`src/rtl/sdr_stream_pkg.sv`:
```
// Shared types and helpers for the TX sample-stream blocks in front of ad9363_stream.
package sdr_stream_pkg;

   typedef enum logic [1:0] {
      ST_IDLE  = 2'd0,
      ST_GRANT = 2'd1,
      ST_GAP   = 2'd2
   } t_arb_state;

   localparam int SAMPLE_W = 12;

   // Index width for a requester count; a single requester still gets one bit.
   function automatic int idx_width(input int n);
      return (n > 1) ? $clog2(n) : 1;
   endfunction

endpackage

```
`src/rtl/tx_burst_arbiter_rr_select.sv`:
```
// Combinational round-robin pick: first set request searching upward from last+1, wrapping.
module rr_select
   import sdr_stream_pkg::*;
#(
   parameter  int NUM_REQ = 2,
   localparam int IW      = idx_width(NUM_REQ)
) (
   input  logic [NUM_REQ-1:0] req,
   input  logic [IW-1:0]      last,
   output logic               found,
   output logic [IW-1:0]      idx
);

   logic [IW-1:0] cand;

   // Walk offsets from farthest to nearest so the nearest hit is assigned last and wins.
   always_comb begin
      found = 1'b0;
      idx   = '0;
      cand  = '0;
      for (int i = NUM_REQ; i >= 1; i--) begin
         cand = IW'((int'(last) + i) % NUM_REQ);
         if (req[cand]) begin
            found = 1'b1;
            idx   = cand;
         end
      end
   end

endmodule

```
`src/rtl/tx_burst_arbiter.sv`:
```
// Burst-granular round-robin arbiter sharing one TX sample stream into ad9363_stream.
// Optional macro TX_IDLE_FILL_EN: emit valid zero samples in ST_IDLE/ST_GAP while enabled.
module tx_burst_arbiter
   import sdr_stream_pkg::*;
#(
   parameter  int NUM_REQ    = 2,
   parameter  int DATA_W     = SAMPLE_W,
   parameter  int MAX_BURST  = 1024,
   parameter  int GAP_CYCLES = 4,
   localparam int IW         = idx_width(NUM_REQ)
) (
   input  logic                      clk,
   input  logic                      rst,
   input  logic                      enable,
   input  logic [NUM_REQ-1:0]        req_valid,
   input  logic [NUM_REQ*DATA_W-1:0] req_data_i,
   input  logic [NUM_REQ*DATA_W-1:0] req_data_q,
   input  logic [NUM_REQ-1:0]        req_last,
   output logic [NUM_REQ-1:0]        req_ready,
   output logic                      out_valid,
   output logic [DATA_W-1:0]         out_data_i,
   output logic [DATA_W-1:0]         out_data_q,
   input  logic                      out_ready,
   output logic                      grant_valid,
   output logic [IW-1:0]             grant_idx,
   output logic                      burst_trunc,
   output t_arb_state                arb_state
);

   localparam int CW = (MAX_BURST > 1) ? $clog2(MAX_BURST) : 1;
   localparam int GW = (GAP_CYCLES > 0) ? $clog2(GAP_CYCLES + 1) : 1;
   localparam logic [CW-1:0] CNT_CAP = CW'(MAX_BURST - 1);
   localparam logic [GW-1:0] GAP_END = GW'((GAP_CYCLES > 0) ? GAP_CYCLES - 1 : 0);

   t_arb_state    state, state_n;
   logic [IW-1:0] grant_idx_n;
   logic [IW-1:0] last_owner, last_owner_n;
   logic [CW-1:0] cnt, cnt_n;
   logic [GW-1:0] gap_cnt, gap_cnt_n;
   logic          trunc_n;

   logic          found;
   logic [IW-1:0] winner;
   logic          sel_valid;
   logic          sel_last;
   logic          xfer;

   rr_select #(.NUM_REQ(NUM_REQ)) u_rr_select (
      .req   (req_valid),
      .last  (last_owner),
      .found (found),
      .idx   (winner)
   );

   assign sel_valid = req_valid[grant_idx];
   assign sel_last  = req_last[grant_idx];

   // last_owner starts at the top index so requester 0 is searched first after reset.
   always_ff @(posedge clk) begin
      if (rst) begin
         state       <= ST_IDLE;
         grant_idx   <= '0;
         last_owner  <= IW'(NUM_REQ - 1);
         cnt         <= '0;
         gap_cnt     <= '0;
         burst_trunc <= 1'b0;
      end else begin
         state       <= state_n;
         grant_idx   <= grant_idx_n;
         last_owner  <= last_owner_n;
         cnt         <= cnt_n;
         gap_cnt     <= gap_cnt_n;
         burst_trunc <= trunc_n;
      end
   end

   always_comb begin
      state_n      = state;
      grant_idx_n  = grant_idx;
      last_owner_n = last_owner;
      cnt_n        = cnt;
      gap_cnt_n    = gap_cnt;
      trunc_n      = 1'b0;
      xfer         = 1'b0;
      case (state)
         ST_IDLE: begin
            if (enable && found) begin
               state_n      = ST_GRANT;
               grant_idx_n  = winner;
               last_owner_n = winner;
               cnt_n        = '0;
            end
         end
         ST_GRANT: begin
            xfer = sel_valid && out_ready;
            if (xfer) begin
               if (sel_last || (cnt == CNT_CAP)) begin
                  // A cap hit that coincides with last is a normal end, not a truncation.
                  trunc_n   = !sel_last;
                  cnt_n     = '0;
                  gap_cnt_n = '0;
                  state_n   = (GAP_CYCLES == 0) ? ST_IDLE : ST_GAP;
               end else begin
                  cnt_n = cnt + 1'b1;
               end
            end
         end
         ST_GAP: begin
            if (gap_cnt == GAP_END) begin
               state_n   = ST_IDLE;
               gap_cnt_n = '0;
            end else begin
               gap_cnt_n = gap_cnt + 1'b1;
            end
         end
         default: state_n = ST_IDLE;
      endcase
   end

   always_comb begin
      req_ready  = '0;
      out_valid  = 1'b0;
      out_data_i = '0;
      out_data_q = '0;
      if (state == ST_GRANT) begin
         req_ready[grant_idx] = out_ready;
         out_valid            = sel_valid;
         out_data_i           = req_data_i[int'(grant_idx)*DATA_W +: DATA_W];
         out_data_q           = req_data_q[int'(grant_idx)*DATA_W +: DATA_W];
      end else begin
`ifdef TX_IDLE_FILL_EN
         out_valid = enable;
`endif
      end
   end

   assign grant_valid = (state == ST_GRANT);
   assign arb_state   = state;

endmodule

```
`config.mk`:
```
export PLATFORM = sky130hd
export DESIGN_NAME = tx_burst_arbiter
export DESIGN_NICKNAME = d
export VERILOG_FILES = /design/src/rtl/sdr_stream_pkg.sv /design/src/rtl/tx_burst_arbiter_rr_select.sv /design/src/rtl/tx_burst_arbiter.sv
export SDC_FILE = /design/constraint.sdc
export NUM_CORES = 1
export LEC_CHECK = 0
export ABC_AREA = 1
export CORE_UTILIZATION = 40
export DETAILED_ROUTE_END_ITERATION = 16
export PLACE_DENSITY = 0.82
export SLEW_MARGIN = 20
export SYNTH_ARGS = -nofsm -noshare
export SYNTH_HDL_FRONTEND = slang
export SYNTH_HIERARCHICAL = 1
export SYNTH_SLANG_ARGS = --single-unit
```
`constraint.sdc`:
```
create_clock -name clk -period 1.9 [get_ports clk]
set_input_delay 0.57 -clock clk [delete_from_list [all_inputs] [get_ports clk]]
set_output_delay 0.57 -clock clk [all_outputs]
set_load 0.02 [all_outputs]
```
==> summary.md, run 1 <==
| Metric | Value |
|---|---|
| Status | `finished clean` |
| Chip Height | `61.5 µm` |
| Hold crit path type | `flop to flop` |
| Post-Place Cells | `around 380` |
| Max_cap viols | `0` |
| DRT Pass-1 Iters | `4` |
| Non-Filler Instances | `approximately 390` |
| Final setup fails | `0` |
| Mean post-synth cell area | `about 5.9 µm²` |
| Sink Count | `18` |
| Slowest stage delay, CP | `around 380 ps` |
| Initial DRC Count | `74` |
| Final period util | `slightly below 100%` |
| Net Switching | `just over 700 µW` |
| P_leak | `approximately 1.3 nW` |
| Final Hold Viols | `0` |
| Crit-path cells | `nand2_4, buf_8, buf_12, a21oi_2, buf_6` |
| Vias per cell | `4.92` |
| FF+latch count, synth | `18` |
| Row count | `21` |
| Clock network fraction of total power | `between 10% and 20%` |
| Gr busiest metal | `met2` |
| CTS tree | `done` |
| Synth top area cells | `dfxtp_1 25%, nand2_1 24%, a21oi_1 11%` |
| FMAX | `533 MHz` |
| Top cell type's share of synthesized area | `about a quarter` |
| Layout Utilization | `around four fifths` |
| CP Class | `flop to output pin` |
| Vias | `1924` |
| Mapped cell area | `around 1400 µm²` |
| Final worst slack | `about 22 ps` |
| RSZ-0062 raised after global routing | `yes` |
| Syn nets | `approximately 300` |
| Met3 usage | `6.51%` |
| Routed Antenna Nets | `0` |
| Gr usage total | `between 20% and 30%` |
| Clk root buf | `clkbuf_4` |
| Layout cell share with drive strength beyond 1 | `30.7%` |
| Largest net degree at the start of global routing | `18` |
| Post-detailed-route wirelength per cell | `13.2 µm` |
| Pwr dens | `between 600 and 700 nW/µm²` |
| CTS max path bufs | `2` |
| Slew Limit Fails | `0` |
| Hpwl dp | `around 4100 µm` |
| Initial Util | `between 40 and 50%` |
| Area of the multi-input gates | `about 1000 µm²` |
| First-pass GRT wire length | `7270 µm` |
| Die width | `61.5 µm` |
| CP required | `between 1000 and 1500 ps` |
| Total Die Area | `between 3000 and 4000 µm²` |
| Congestion Overflow GR | `0` |
| CTS clk-pin slew, worst paths | `around 100 ps` |
| Crit end category | `output pin` |
| Min Tclk post-route | `about 1900 ps` |
| Sequential share of power | `between 20% and 30%` |
| Critical path's slowest cell | `dfxtp_1` |
| Number of global-route vias before repair | `about 1600` |
| Total power | `between 1.5 and 2 mW` |
| M1 GR Usage | `approximately 29%` |
| Peak supply drop | `0.000728 V` |
| Maximum fanout along the worst path | `6` |
| Clk_skew | `6.39 ps` |
| Initial antenna violation count | `0` |
| Inserted Clock Buffers | `3` |
| WL final | `5170 µm` |
| Synthesis-to-layout area growth | `85.8%` |
| Sequential area share after synthesis | `25.5%` |
| Htree depth | `1` |
| Cell variety after synth | `30` |
| Slew @ Worst Pin | `around 400 ps` |
| DRC viols | `0` |
| Pint | `between 1 and 1.5 mW` |
| Inserted Diodes | `0` |
| Critical path startpoint category | `flop` |
| Comb power frac | `between 60% and 70%` |
| R2r setup slk | `~320 ps` |
| Worst relative slew slack | `about three quarters` |
| Switching Share | `about two fifths` |
| IO buf count | `a little under 90` |
| Fill cells | `~280` |
| GR met2 Demand/Resource | `47.6%` |
| Clk_lat worst skew | `roughly 300 ps` |
| Register area | `365 µm²` |
| Post-synth top area cell | `dfxtp_1` |
| I/O Pins | `88` |
| Synth Instances | `between 200 and 250` |
| Worst EP arrival | `approximately 1300 ps` |
| Core Area | `3360 µm²` |
| Nets | `between 400 and 500` |
| Dpl ws | `-719 ps` |
| GPL Wtd Cong | `0.805` |
| Warnings, synthesis | `6` |
## area by class of cell
class / instances / share of cell area, %
clock buffer: 4 / 1.38
inverter: 23 / 3.38
multi-input combinational: 187 / 39.0
sequential: 18 / 13.9
tap: 46 / 2.19
timing repair buffer: 113 / 40.2
## what timing repair did
item | in CTS | in global routing
setup endpoints to repair | 31 | 23
buffers inserted | 3 | 2
hold endpoints to repair | 0 | 0
hold buffers | 0 | 0
resized for setup | 216 | 15
pin swaps | 61 | 3
## path summary, 6_finish.rpt
check / cells after the start / startpoint / endpoint
worst min-delay path: 2 / last_owner$_SDFFE_PP1P_ / last_owner$_SDFFE_PP1P_
worst max register to register: 8 / cnt[0]$_SDFFE_PP0P_ / gap_cnt[2]$_SDFFE_PP0P_
worst min register to register: 2 / last_owner$_SDFFE_PP1P_ / last_owner$_SDFFE_PP1P_
worst max-delay path: 5 / arb_state[0]$_SDFFE_PP0P_ / out_data_i[6]
## state kept, by name (all words and copies together), names as in the netlist
| register | count |
|---|---|
| cnt | 10 |
| gap_cnt | 3 |
| arb_state | 2 |
| burst_trunc | 1 |
| grant_idx | 1 |
| last_owner | 1 |
## kinds of logic (layout without fill, tap and decap cells)
group           after synthesis  after routing  share of synthesized area (%)
compound gates               36             36                           13.0
xor+xnor                      1              1                          0.619
fa+ha+maj                     2              2                           1.77
buf+inv                      33            140                           10.6
flops                        18             18                           25.5
simple gates                148            148                           48.5
## synth_stat cells, drive strengths merged
master and n:
a21oi 33, buf 6, clkbuf 4, dfxtp 18, ha 2, inv 23, nand2 98, nand3 15
nand3b 2, nand4 2, nor2 24, nor3 5, nor4 1, o21ai 3, or2 1, xor2 1
## through the flow
step / TNS (ps) / hold WS (ps) / cell area, µm²
CTS: 0 / 474 / 2570
detailed placement: -17020 / 448 / 2540
floorplan: -5.20 / 429 / 1480
global route: -41.6 / 510 / 2630
global placement: -16140 / 443 / 2540
finish: 0 / 473 / 2630
## power by group through the flow
stage          registers (mW)  clock network, mW  logic [mW]
2_1_floorplan           0.462                  0       0.511
3_5_place_dp            0.444                  0        1.00
5_1_grt                 0.444              0.259        1.14
4_1_cts                 0.438              0.244        1.02
6_report                0.439              0.244        1.06
3_3_place_gp            0.442                  0       0.986
## routing by layer
| layer | share of wire (%) | wire length (µm) |
|---|---|---|
| met1 | 41 | 2120 |
| met2 | 49 | 2540 |
| met3 | 8.1 | 417 |
| met4 | 1.8 | 95 |
| met5 | 0 | 0 |
## critical path, delay by kind of cell (launching register included)
kind / cells / cell delay (ps)
AOI/OAI and AO/OA: 1 / 140
buffers and inverters: 3 / 400
DFF: 1 / 380
and+or+nand+nor: 1 / 80
## cells in the final DEF, fill, tap and decap left out, types with 2 or more instances in the layout
master,synthesis,layout
ha_1,2,2
nand2_4,3,4
dlygate4sd2_1,0,53
o21ai_0,3,3
nor3_1,4,3
clkdlybuf4s50_1,0,5
dfxtp_1,18,16
nand2_2,3,4
buf_4,1,28
inv_2,2,2
nor2_1,20,20
clkbuf_4,0,3
nor2_2,3,3
a21oi_1,32,8
inv_1,21,20
a21oi_4,0,2
nand2_1,91,89
nand3_1,14,14
buf_6,1,19
buf_12,0,4
a21oi_2,1,23
nor3_2,1,2
Note: power is estimated with default switching activity, not from simulation.
==> run 2, diff against run 1 <==
Clock period 1.9 ns to 2.4 ns, I/O delays scaled along.
==> run 2 against run 1 <==
Net effect: flip-flop and latch count stayed put; sequential power shrank 20%; register-to-register slack gained 520 ps; largest power group unchanged.
==> summary.md, run 2 (synthesis results as in run 1) <==
| Metric | Value |
|---|---|
| CTS max path bufs | `2 (unchanged)` |
| Hold crit path type | `flop to flop` |
| Clk root buf | `clkbuf_4` |
| P_leak | `1.07 nW (-16%)` |
| Sink Count | `18 (unchanged)` |
| IO buf count | `87 (unchanged)` |
| Inserted Clock Buffers | `3 (unchanged)` |
| Hold Slack | `475 ps (+2.50 ps)` |
| Slew @ Worst Pin | `322 ps (-68.0 ps)` |
| Slowest stage delay, CP | `500 ps (+120 ps)` |
| Chip Height | `61.5 µm (unchanged)` |
| Routed metal-1 wirelength | `1840 µm (-13%)` |
| I/O Pins | `88 (unchanged)` |
| First-pass GRT wire length | `6730 µm (-7.4%)` |
| Slew Limit Fails | `0 (unchanged)` |
| Commonest non-fill, non-tap cells in the layout | `91 x nand2_1, 60 x clkdlybuf4s50_1, 32 x a21oi_1` |
| Worst EP arrival | `1640 ps (+330 ps)` |
| Initial Util | `42.1% (unchanged)` |
| Vias per cell | `4.89 (-0.67%)` |
| CP required | `1680 ps (+350 ps)` |
| Maximum fanout along the worst path | `3 (-3)` |
| Gr usage total | `23.5% (-2.2 points)` |
| Clk_skew | `5.73 ps (-0.659 ps)` |
| GPL Wtd Cong | `0.887 (+10%)` |
| Routed Antenna Nets | `0 (unchanged)` |
| Congestion Overflow GR | `0 (unchanged)` |
| Initial antenna violation count | `0 (unchanged)` |
| Row count | `21 (unchanged)` |
| Crit end category | `output pin` |
| Critical path's slowest cell | `clkdlybuf4s50_1` |
| Max_cap viols | `0 (unchanged)` |
| Layout cell share with drive strength beyond 1 | `18.3% (-12 points)` |
| Non-Filler Instances | `374 (-4.3%)` |
| Number of global-route vias before repair | `1624 (-1.2%)` |
| Status | `finished clean` |
| R2r setup slk | `840 ps (+520 ps)` |
| Critical path startpoint category | `input pin` |
| Die width | `61.5 µm (unchanged)` |
| Peak supply drop | `0.000431 V (-41%)` |
| Final setup TNS | `0 ps (unchanged)` |
| DR WL met2 | `2060 µm (-19%)` |
| Hpwl dp | `3510 µm (-14%)` |
| Clk_lat worst skew | `300 ps (about the same)` |
| Most common cell after layout, fill and taps aside | `nand2_1` |
| Max FFs per register | `10 (unchanged)` |
| Final setup fails | `0 (unchanged)` |
| CTS tree | `done` |
| Postcts setup bufs | `0 (-3)` |
| DR WL met3 | `479 µm (+15%)` |
| Core Area | `3360 µm² (unchanged)` |
| Post-Place Cells | `370 (-3.1%)` |
| Largest net degree at the start of global routing | `30 (+12)` |
| CP Class | `input pin to output pin` |
| Worst relative slew slack | `78.3% (+4.6 points)` |
| DRC viols | `0 (unchanged)` |
| Min Tclk post-route | `between 2000 and 2500 ps` |
| Pwr dens | `515 nW/µm² (-22%)` |
| Top routing layer in use | `met4` |
| Crit-path cells | `clkdlybuf4s50_1, inv_2, nor3_1, buf_2` |
| Inserted Diodes | `0 (unchanged)` |
| Post-detailed-route wirelength per cell | `12.0 µm (-9.2%)` |
| Final period util | `between 90% and 100%` |
| DRT Pass-1 Iters | `4 (unchanged)` |
| Synthesis-to-layout area growth | `62.5%` |
| Htree depth | `1 (unchanged)` |
| Reg with most FFs | `cnt` |
| CTS clk-pin slew, worst paths | `110 ps (about the same)` |
| Vias | `1828 (-5.0%)` |
| FMAX | `between 400 and 500 MHz` |
| RSZ-0062 raised after global routing | `no` |
| WL final | `4490 µm (-13%)` |
| Initial DRC Count | `104 (+41%)` |
| Nets | `387 (-4.2%)` |
| Total Die Area | `3780 µm² (unchanged)` |
| Final Hold Viols | `0 (unchanged)` |
run 2: cell types whose count changed in the layout (fill, tap and decap cells not counted), sizes merged:
cell / change
buf: -30
dlygate4sd2: -53
clkdlybuf4s50: +55
dlymetal6s2s: -1
clkbuf: +11
clkdlybuf4s15: +1
run 2: critical path, delay by kind of cell:
kind | cells | cell delay (ps)
buffers and inverters | 3 | 760
and+or+nand+nor | 1 | 160
run 2: final cells by class:
type	count	area (µm²)
Timing Repair Buffer	96	850
Multi-Input combinational cell	187	910
Clock buffer	4	36.3
Sequential cell	18	360
Inverter	23	86.3
Tap cell	46	57.6
Fill cell	310	1060
run 2: path summary, 6_finish.rpt:
kind / start / endpoint / cells past startpoint
hold reg to reg: gap_cnt[1]$_SDFFE_PP0P_ / gap_cnt[1]$_SDFFE_PP0P_ / 2
setup / recovery: out_ready / req_ready[1] / 4
setup reg to reg: cnt[0]$_SDFFE_PP0P_ / gap_cnt[2]$_SDFFE_PP0P_ / 8
hold / removal: gap_cnt[1]$_SDFFE_PP0P_ / gap_cnt[1]$_SDFFE_PP0P_ / 2
run 2: report_power, final:
part	internal, mW	switching, mW	total (mW)
Clock	0.0926	0.104	0.196
Sequential	0.325	0.0247	0.350
Combinational	0.275	0.362	0.638
Total	0.693	0.491	1.18
run 2: timing repair:
| item | 4_1_cts | 5_1_grt |
|---|---|---|
| hold endpoints to repair | 0 | 0 |
| hold buffers | 0 | 0 |
| endpoints found under the setup margin | 27 | 25 |
| resized for setup | 74 | 26 |
run 2: metrics by stage:
stage               instance area [µm²]  utilization (%)  power (mW)  worst slack (ps)
floorplan                          1420                -       0.741               322
global route                       2300             68.4        1.26              8.37
finish                             2300             68.4        1.18              38.6
global placement                   2380             70.9        1.04              -401
CTS                                2420             72.0        1.21              1.67
detailed placement                 2380             70.9        1.05              -409
run 2: layer usage:
layer	vias up	track usage, %
met5	-	0
met4	0	12.1
met3	12	4.83
met1	800	26.4
li1	933	-
met2	83	41.8
